[src/rtl/keypad_pkg.sv]
// Shared types and sizes for the 4x4 keypad scanner and its debounce FSM.
package keypad_pkg;

  localparam int NUM_ROWS   = 4;
  localparam int NUM_COLS   = 4;
  localparam int KEY_CODE_W = 4;

  typedef enum logic [1:0] {
    ST_IDLE,
    ST_DEBOUNCE,
    ST_PRESSED,
    ST_RELEASING
  } state_e;

  typedef enum logic [1:0] {
    SCAN_NONE,
    SCAN_SINGLE,
    SCAN_MULTI
  } scan_class_e;

endpackage

[src/rtl/keypad_debounce.sv]
// Press/release debounce FSM advanced once per completed scan.
// Optional auto-repeat is built only when KEYPAD_REPEAT_EN is defined.
module keypad_debounce
  import keypad_pkg::*;
#(
  parameter int DEBOUNCE_SCANS = 4,
  parameter int REPEAT_SCANS   = 50
) (
  input  logic                  clk,
  input  logic                  rst_n,
  input  logic                  scan_done,
  input  scan_class_e           scan_class,
  input  logic [KEY_CODE_W-1:0] scan_code,
  output logic [KEY_CODE_W-1:0] key_code,
  output logic                  key_valid,
  output logic                  key_held
);

  localparam int CNT_W = $clog2(DEBOUNCE_SCANS + 1);

  state_e                  state;
  logic [KEY_CODE_W-1:0]   cand;
  logic [CNT_W-1:0]        cnt;
  logic                    single_cand;
  logic                    cnt_last;

  assign single_cand = (scan_class == SCAN_SINGLE) && (scan_code == cand);
  // cnt already holds DEBOUNCE_SCANS-1, so this scan completes the count.
  assign cnt_last    = (cnt == CNT_W'(DEBOUNCE_SCANS - 1));

`ifdef KEYPAD_REPEAT_EN
  localparam int REP_W = $clog2(REPEAT_SCANS + 1);
  logic [REP_W-1:0] rep_cnt;
`endif

  // NOTE: all FSM state and outputs use non-blocking assignments so every
  // branch sees the values from before this edge.
  always_ff @(posedge clk or negedge rst_n) begin
    if (!rst_n) begin
      state     <= ST_IDLE;
      cand      <= '0;
      cnt       <= '0;
      key_code  <= '0;
      key_valid <= 1'b0;
      key_held  <= 1'b0;
`ifdef KEYPAD_REPEAT_EN
      rep_cnt   <= '0;
`endif
    end else begin
      key_valid <= 1'b0;
`ifdef KEYPAD_REPEAT_EN
      if (state != ST_PRESSED) rep_cnt <= '0;
`endif
      if (scan_done) begin
        case (state)
          ST_IDLE: begin
            if (scan_class == SCAN_SINGLE) begin
              cand <= scan_code;
              if (DEBOUNCE_SCANS == 1) begin
                state     <= ST_PRESSED;
                key_code  <= scan_code;
                key_valid <= 1'b1;
                key_held  <= 1'b1;
              end else begin
                cnt   <= CNT_W'(1);
                state <= ST_DEBOUNCE;
              end
            end
          end

          ST_DEBOUNCE: begin
            if (single_cand) begin
              if (cnt_last) begin
                state     <= ST_PRESSED;
                key_code  <= cand;
                key_valid <= 1'b1;
                key_held  <= 1'b1;
              end else begin
                cnt <= cnt + CNT_W'(1);
              end
            end else if (scan_class == SCAN_SINGLE) begin
              cand <= scan_code;
              cnt  <= CNT_W'(1);
            end else begin
              state <= ST_IDLE;
            end
          end

          ST_PRESSED: begin
            if (scan_class == SCAN_NONE) begin
`ifdef KEYPAD_REPEAT_EN
              rep_cnt <= '0;
`endif
              if (DEBOUNCE_SCANS == 1) begin
                state    <= ST_IDLE;
                key_held <= 1'b0;
              end else begin
                cnt   <= CNT_W'(1);
                state <= ST_RELEASING;
              end
            end
`ifdef KEYPAD_REPEAT_EN
            else if (single_cand) begin
              if (rep_cnt == REP_W'(REPEAT_SCANS - 1)) begin
                rep_cnt   <= '0;
                key_code  <= cand;
                key_valid <= 1'b1;
              end else begin
                rep_cnt <= rep_cnt + REP_W'(1);
              end
            end
`endif
          end

          ST_RELEASING: begin
            if (scan_class == SCAN_NONE) begin
              if (cnt_last) begin
                state    <= ST_IDLE;
                key_held <= 1'b0;
              end else begin
                cnt <= cnt + CNT_W'(1);
              end
            end else begin
              state <= ST_PRESSED;
            end
          end

          default: state <= ST_IDLE;
        endcase
      end
    end
  end

endmodule

[src/rtl/keypad_scanner.sv]
// 4x4 matrix keypad scanner: row synchroniser, column strobe, scan classifier.
// Define KEYPAD_REPEAT_EN to enable auto-repeat of a held key.
module keypad_scanner
  import keypad_pkg::*;
#(
  parameter int SCAN_DIV       = 1000,
  parameter int DEBOUNCE_SCANS = 4,
  parameter int REPEAT_SCANS   = 50
) (
  input  logic                  clk,
  input  logic                  rst_n,
  input  logic [NUM_ROWS-1:0]   row_i,
  output logic [NUM_COLS-1:0]   col_o,
  output logic [KEY_CODE_W-1:0] key_code_o,
  output logic                  key_valid_o,
  output logic                  key_held_o
);

  localparam int DIV_W = $clog2(SCAN_DIV);

  logic [NUM_ROWS-1:0] row_meta;
  logic [NUM_ROWS-1:0] row_sync;
  logic [DIV_W-1:0]    div_cnt;
  logic [1:0]          col_idx;
  logic [1:0]          col_next;
  logic                tick;

  // Hits accumulated over the columns already visited in this scan (saturates at 2).
  logic [1:0]            acc_hits;
  logic [KEY_CODE_W-1:0] acc_code;

  logic [2:0]            col_hits;
  logic [1:0]            col_row;
  logic [2:0]            hit_sum;
  logic                  scan_done;
  scan_class_e           scan_class;
  logic [KEY_CODE_W-1:0] scan_code;

  // Rows idle high through pull-ups, so the synchroniser resets to "no key".
  always_ff @(posedge clk or negedge rst_n) begin
    if (!rst_n) begin
      row_meta <= '1;
      row_sync <= '1;
    end else begin
      row_meta <= row_i;
      row_sync <= row_meta;
    end
  end

  assign tick     = (div_cnt == DIV_W'(SCAN_DIV - 1));
  assign col_next = col_idx + 2'd1;

  always_ff @(posedge clk or negedge rst_n) begin
    if (!rst_n) begin
      div_cnt <= '0;
      col_idx <= '0;
      col_o   <= 4'b1110;
    end else if (tick) begin
      div_cnt <= '0;
      col_idx <= col_next;
      col_o   <= ~(4'b0001 << col_next);
    end else begin
      div_cnt <= div_cnt + DIV_W'(1);
    end
  end

  // NOTE: every variable assigned here gets a default first, so no latch is inferred.
  always_comb begin
    col_hits = '0;
    col_row  = '0;
    for (int r = NUM_ROWS - 1; r >= 0; r--) begin
      if (!row_sync[r]) begin
        col_hits = col_hits + 3'd1;
        col_row  = 2'(r);
      end
    end
    hit_sum   = {1'b0, acc_hits} + col_hits;
    scan_code = (acc_hits != 2'd0) ? acc_code : {col_row, col_idx};
    if (hit_sum == 3'd0)      scan_class = SCAN_NONE;
    else if (hit_sum == 3'd1) scan_class = SCAN_SINGLE;
    else                      scan_class = SCAN_MULTI;
  end

  assign scan_done = tick && (col_idx == 2'd3);

  always_ff @(posedge clk or negedge rst_n) begin
    if (!rst_n) begin
      acc_hits <= '0;
      acc_code <= '0;
    end else if (tick) begin
      if (scan_done) begin
        acc_hits <= '0;
        acc_code <= '0;
      end else begin
        acc_hits <= (hit_sum >= 3'd2) ? 2'd2 : hit_sum[1:0];
        acc_code <= scan_code;
      end
    end
  end

  keypad_debounce #(
    .DEBOUNCE_SCANS (DEBOUNCE_SCANS),
    .REPEAT_SCANS   (REPEAT_SCANS)
  ) u_debounce (
    .clk        (clk),
    .rst_n      (rst_n),
    .scan_done  (scan_done),
    .scan_class (scan_class),
    .scan_code  (scan_code),
    .key_code   (key_code_o),
    .key_valid  (key_valid_o),
    .key_held   (key_held_o)
  );

endmodule

[config.mk]
export PLATFORM = sky130hd
export DESIGN_NAME = keypad_scanner
export DESIGN_NICKNAME = d
export VERILOG_FILES = /design/src/rtl/keypad_pkg.sv /design/src/rtl/keypad_debounce.sv /design/src/rtl/keypad_scanner.sv
export SDC_FILE = /design/constraint.sdc
export NUM_CORES = 1
export LEC_CHECK = 0
export BUFFER_PORTS_ARGS = -buffer_cell sky130_fd_sc_hd__buf_2
export CORE_MARGIN = 5
export CORE_UTILIZATION = 30
export DETAILED_ROUTE_END_ITERATION = 8
export MAX_ROUTING_LAYER = met4
export PLACE_DENSITY = 0.44
export SLEW_MARGIN = 0
export SYNTH_ARGS = -nofsm -noshare
export SYNTH_HDL_FRONTEND = slang
export SYNTH_HIERARCHICAL = 1
export SYNTH_SLANG_ARGS = --single-unit
[constraint.sdc]
create_clock -name clk -period 5.05 [get_ports clk]
set_input_delay 1.01 -clock clk [delete_from_list [all_inputs] [get_ports clk]]
set_output_delay 1.01 -clock clk [all_outputs]
set_load 0.01 [all_outputs]
Yosys cells after proc, flatten, opt, wreduce, memory -nomap -nowiden
Index checks and enable logic that the tools add are counted.
{ "totals": {"reg_bits": 45, "in_bits": 6, "out_inout_bits": 10, "wordCells": 96} }
{ "classes": {"add_sub_neg": 7, "order_cmp": 1, "eq_ne": 19, "shifts": 1, "muxes": 41, "bitwise_logic": 1, "reduce_logical": 13} }
{ "ops": {"columns": ["cell", "n"], "rows": [
  ["2-bit two-way mux", 15],
  ["3-bit two-way mux", 8],
  ["4-bit two-way mux", 4],
  ["3-bit by 1-bit adder with 3-bit output (second input constant)", 4],
  ["2-bit by 1-bit != test with 1-bit output (second input constant)", 6],
  ["3-bit one-hot mux with 4 select lines", 1],
  ["6-bit AND reduction", 2],
  ["10-bit by 1-bit adder with 10-bit output (second input constant)", 1],
  ["10-bit equality test (second input constant)", 1],
  ["10-bit two-way mux", 1],
  ["1-bit two-way mux", 9],
  ["2-bit one-hot mux with 4 select lines", 1],
  ["4-bit one-hot mux with 2 select lines", 1],
  ["2-bit equality test (second input constant)", 3],
  ["3-bit by 2-bit != test with 1-bit output (second input constant)", 2],
  ["3-bit AND reduction", 2],
  ["2-bit nonzero test", 3],
  ["2-bit by 1-bit equality test with 1-bit output (second input constant)", 2],
  ["4-bit equality test", 1],
  ["2-bit zero test", 2],
  ["4-bit inverter", 1],
  ["4-bit AND reduction", 1],
  ["1-bit by 2-bit left shift with 4-bit output (first input constant)", 1],
  ["2-bit by 3-bit adder with 3-bit output", 1],
  ["9 further kinds", 10]
]} }

Logic depth before layout (Yosys ltp)
{ "logic_depth": {"word_depth": 16, "mapped_depth": 16, "ltp_nobuf": 14} }

Hierarchy
The synthesis kept the hierarchy.
{ "by_module_without_submodules": {"columns": ["module", "instances", "cells_each", "area_per_inst_um2", "seq_area_each_um2"], "rows": [
  ["keypad_scanner", 1, 129, 1466.4, 764.5],
  ["keypad_debounce", 1, 66, 767.0, 375.4]
]} }

Least setup slack after synthesis
Ideal clock, no wire load.
{ "synth_path": {"path_type": "register to register", "start": "register row_sync[2]", "end": "register u_debounce.key_code[0]", "setup_time_ns": 0.125, "arrival_ns": 3.849, "required_time_ns": 4.925, "slack_ns": 1.075, "path_stages_with_launch": 16, "path_buffers": 2, "synth_period_minus_slack_ns": 3.975, "path_cell_list": "dfstp_2 -> inv_1 -> ha_1 -> xnor2_1 -> ha_1 -> mux2_2 -> fa_1 -> nor3_1 -> mux2_4 -> and2_2 -> nor3b_2 -> and2_1 -> buf_6 -> or3b_1 -> buf_6 -> mux2_4"} }
{ "synth_via": {"elab_chain_cells": 12, "word_cells_on_any_way": 18, "cone_classes": "add/sub (3); eq/ne (3); mux (9); reduce/logical (3)"} }
{ "synth_rtl": {"columns": ["item", "line", "source"], "rows": [
  ["start, declared", "keypad_scanner.sv:22", "logic [NUM_ROWS-1:0] row_sync;"],
  ["start signal, assigned", "keypad_scanner.sv:46", "row_sync <= row_meta;"],
  ["3-bit two-way mux *", "keypad_scanner.sv:72", "if (!row_sync[r]) begin"],
  ["3-bit by 1-bit adder with 3-bit output", "keypad_scanner.sv:73", "col_hits = col_hits + 3'd1;"],
  ["3-bit two-way mux *", "keypad_scanner.sv:72", null],
  ["3-bit by 1-bit adder with 3-bit output", "keypad_scanner.sv:73", null],
  ["3-bit two-way mux *", "keypad_scanner.sv:72", null],
  ["2-bit by 3-bit adder with 3-bit output *", "keypad_scanner.sv:77", "hit_sum = {1'b0, acc_hits} + col_hits;"],
  ["3-bit by 1-bit equality test with 1-bit output", "keypad_scanner.sv:80", "else if (hit_sum == 3'd1) scan_class = SCAN_SINGLE;"],
  ["2-bit two-way mux", "keypad_scanner.sv:80", null],
  ["2-bit two-way mux *", "keypad_scanner.sv:79", "if (hit_sum == 3'd0) scan_class = SCAN_NONE;"],
  ["via scan_class[0]", "keypad_scanner.sv:36", "scan_class_e scan_class;"],
  ["2-bit by 1-bit equality test with 1-bit output *", "keypad_debounce.sv:27", "assign single_cand = (scan_class == SCAN_SINGLE) && (scan_code == cand);"],
  ["1-bit logical AND *", "keypad_debounce.sv:27", null],
  ["4-bit AND reduction (no source line) *", null, null],
  ["end signal, assigned", "keypad_debounce.sv:61", "key_code <= scan_code;"],
  ["end signal, assigned", "keypad_debounce.sv:75", "key_code <= cand;"],
  ["end, declared", "keypad_debounce.sv:14", "output logic [KEY_CODE_W-1:0] key_code,"]
]} }
Mark *: on every way through the listed nets, which the timed path passes. The rest lies on a longest branch.
A chain may end at the register's enable or synchronous reset.

Final worst setup path
{ "layout_path": {"start": "register row_sync[2]", "end": "register u_debounce.key_code[1]"} }
The elaborated chain is that of the path after synthesis.

==> flow_summary.toml <==
[worst_setup_path]
path_max_fanout = 8
regToRegEndpoint = "u_debounce/key_code[1]"
worstPathArrival_ps = 4480
criticalPathCategory = "flop to flop"
r2r_start = "row_sync[2]"
cp-start-kind = "flop"
worstPathRequired_ps = 5230
cp-end-kind = "flop"
ff2ff_setup_slack_ps = 750
r2r.worst_path.cells = 13

[timing]
rsz0062_at_grt = "no"
clock.fmax_ghz = 0.233
fin_crit_ps = 4300
setup_viol = 0
finClkSkew_ps = 9.44
drv_slew = 0
fin_crit_sh_pct = 85.1
fin_tns_setup_ps = 0
worstMarginPinSlew_ps = 572
finalHoldViolations = 0
slew-limit-headroom_pct = 61.8
holdWs_ps = 359

[power_and_ir_drop]
vdd_ir_drop_max_uv = 87.8
switching_power_uw = 148
p_seq_share_pct = 55.9
p_leak_uw = 0.00117
comb_power_share_pct = 6.7
swShare_pct = 22.4
pwr-share-clk_pct = 37.4
cellPowerDensity_nw_per_um2 = 263
intPower_uw = 512

[cts]
root_buffer = "clkbuf_8"
clock_sinks = 45
numCtsBuffers = 5
cts_buffer_depth = 2
clk_pin_slew_ps = 80
clock_latency_ps = 300
h-tree-depth = 2
post_cts_buffers = 0
tritoncts = "done"
cts_resized = 0
cts_hold_buffers = 0

[hold_path]
min_path_type = "flop to flop"
hold_start = "row_meta[3]"
holdPathEnd = "row_sync[3]"
hold_depth = 0

[synthesis]
synth_fa_ha_area_share_pct = 7.62
yosys_warnings = 6
muxShareOfSynthArea_pct = 7.39
yosysSeqAreaShare_pct = 51.0
ys_types = 44
yosys.area_share.simple_pct = 14.8
synth_largest_area_cell = "dfrtp_1"
synth_cells = 195
ys_seq_elements = 45
synthTopCellsByArea = "dfrtp_1 38%, dfstp_2 13%, ha_1 6.7%"
synth_top_family_by_area = "simple AND/OR/NAND/NOR gates"
synth-edff-count = 0
synth_area_per_cell_sq_um = 11.5
netlist_area_sq_um = 2230
yosys.area.top_type_share_pct = 38.1
synthFlopType = "dfrtp_1"
synth_compound_area_share_pct = 9.47
synth_xor_area_share_pct = 5.88
synthArstFlopShare_pct = 100
syn-num-nets = 214

[drt]
avgRoutedWirePerCell_microns = 12.0
antenna_left = 0
drt_iter0_drc = 32
vias = 1395
avgViaCountPerCell = 4.44
routed_wl_mm = 3.77
drc = 0
drt_first_pass_iters = 4

[global_route]
grt_pass1_wl_mm = 6.59
grt-ovfl-total = 0
grt_max_degree = 46
grt_pass1_vias = 1418
grt_use_total_pct = 9.66
antenna_found_initial = 0

[placement]
placedCellCount = 306
portBuffers = 15
place_hpwl_mm = 2.70
place.gp.congestion = 0.757

[layout]
syn_to_final_growth_pct = 12.1
nNetsFinal = 233
regArea_sq_um = 1140
final_core_util_pct = 34.5
layout-drive-gt1-share_pct = 25.1
n_antenna_cell = 0
stdcell_count = 314
multi_input_area_sq_um = 1010
fillers = 725

[floorplanning]
rows = 31
core_sq_um = 7250
start_util_pct = 30.8
die_x_microns = 96.3
die_y_microns = 96.3
ioPinCount = 16
die_area_sq_um = 9270

[run_status]
status = "finished clean"

[flow_run]
maxCapViolations = 0
## cell type report
class	count	share of cell area, %
timing repair buffer	16	3.30
clock buffer	7	3.90
sequential	45	45.5
clock inverter	1	0.200
inverter	12	1.80
multi-input combinational	134	40.3
tap	99	4.95
## sequential cells by signal, summed over array words and instances, names as in the netlist
signal,count
u_debounce/key_valid,1
row_meta,4
col_o,4
acc_hits,2
acc_code,4
u_debounce/cnt,3
row_sync,4
col_idx,2
u_debounce/key_code,4
u_debounce/state,2
u_debounce/key_held,1
div_cnt,10
u_debounce/cand,4
## power by group through the flow
| stage | clock network [uW] | logic, uW | registers, uW |
|---|---|---|---|
| floorplan | 0 | 29.8 | 375 |
| global placement | 0 | 45.5 | 375 |
| CTS | 261 | 45.9 | 369 |
| global route | 273 | 51.5 | 369 |
| detailed placement | 0 | 45.6 | 375 |
| finish | 247 | 44.4 | 369 |
## cells in the mapped netlist, drive strengths merged (4+ instances only)
cell type  number
dfrtp          34
nor2           16
nand2          15
mux2           13
ha             12
inv            12
xnor2          12
dfstp          11
a21oi           8
o21ai           8
and2            5
buf             4
nand4           4
## logic make-up (layout without fill, tap and decap cells)
group / after synthesis / after routing
fa+ha+maj: 13 / 13
compound gates: 32 / 32
simple gates: 61 / 61
mux: 13 / 13
flops: 45 / 45
buf+inv: 16 / 36
xor+xnor: 15 / 15
## through the flow
stage                     setup WS [ps]  cell area (sq um)  total power, uW
after global placement              821               2400              421
final                               753               2500              660
after floorplan                    1080               2230              405
after global routing                457               2500              694
after detailed placement            751               2400              421
after CTS                           719               2500              675
## how the worst max path moves through the flow
| stage | end | from |
|---|---|---|
| after floorplan | u_debounce/key_code[0] | row_sync[2] |
| after global placement | u_debounce/key_code[3] | row_sync[2] |
| after detailed placement | u_debounce/key_code[1] | row_sync[2] |
| after CTS | u_debounce/key_code[1] | row_sync[2] |
| after global routing | u_debounce/key_code[3] | row_sync[2] |
| final | u_debounce/key_code[1] | row_sync[2] |
## layer usage
layer  up-vias  global-route usage [%]  wire length, microns
li1        704                       -                     -
met5         -                       -                     0
met4         0                    4.62                    75
met1       662                    12.2                  1950
met3         6                    2.58                   127
met2        23                    14.3                  1620
## critical path, stage by stage (launching register included)
cell and delay (ps):
dfstp_2 560, inv_1 50, ha_1 330, xnor2_1 240, ha_1 270, mux2_2 280, fa_1 480, nor3_1 200
mux2_4 180, and2_2 170, nor3b_2 210, and2_1 340, or3b_1 530, mux2_4 340
## cells in the final DEF (no fill, tap or decap), types with 2 or more instances in the layout
master,instances
nand3_1,2
nor3_1,3
and2_1,4
a31oi_1,2
o21ai_0,8
mux2_2,8
nor3b_2,2
nand2b_1,3
mux2_4,5
inv_1,12
nand4_1,3
dfstp_2,11
nand2_1,15
nor2b_1,2
a21oi_1,7
clkbuf_8,5
buf_2,15
nand4b_1,2
a211oi_1,2
xor2_1,3
xnor2_1,12
ha_1,12
dfrtp_1,34
nor2_1,16
and3_1,2
a22o_1,3
Note: power is estimated with default switching activity, not from simulation.
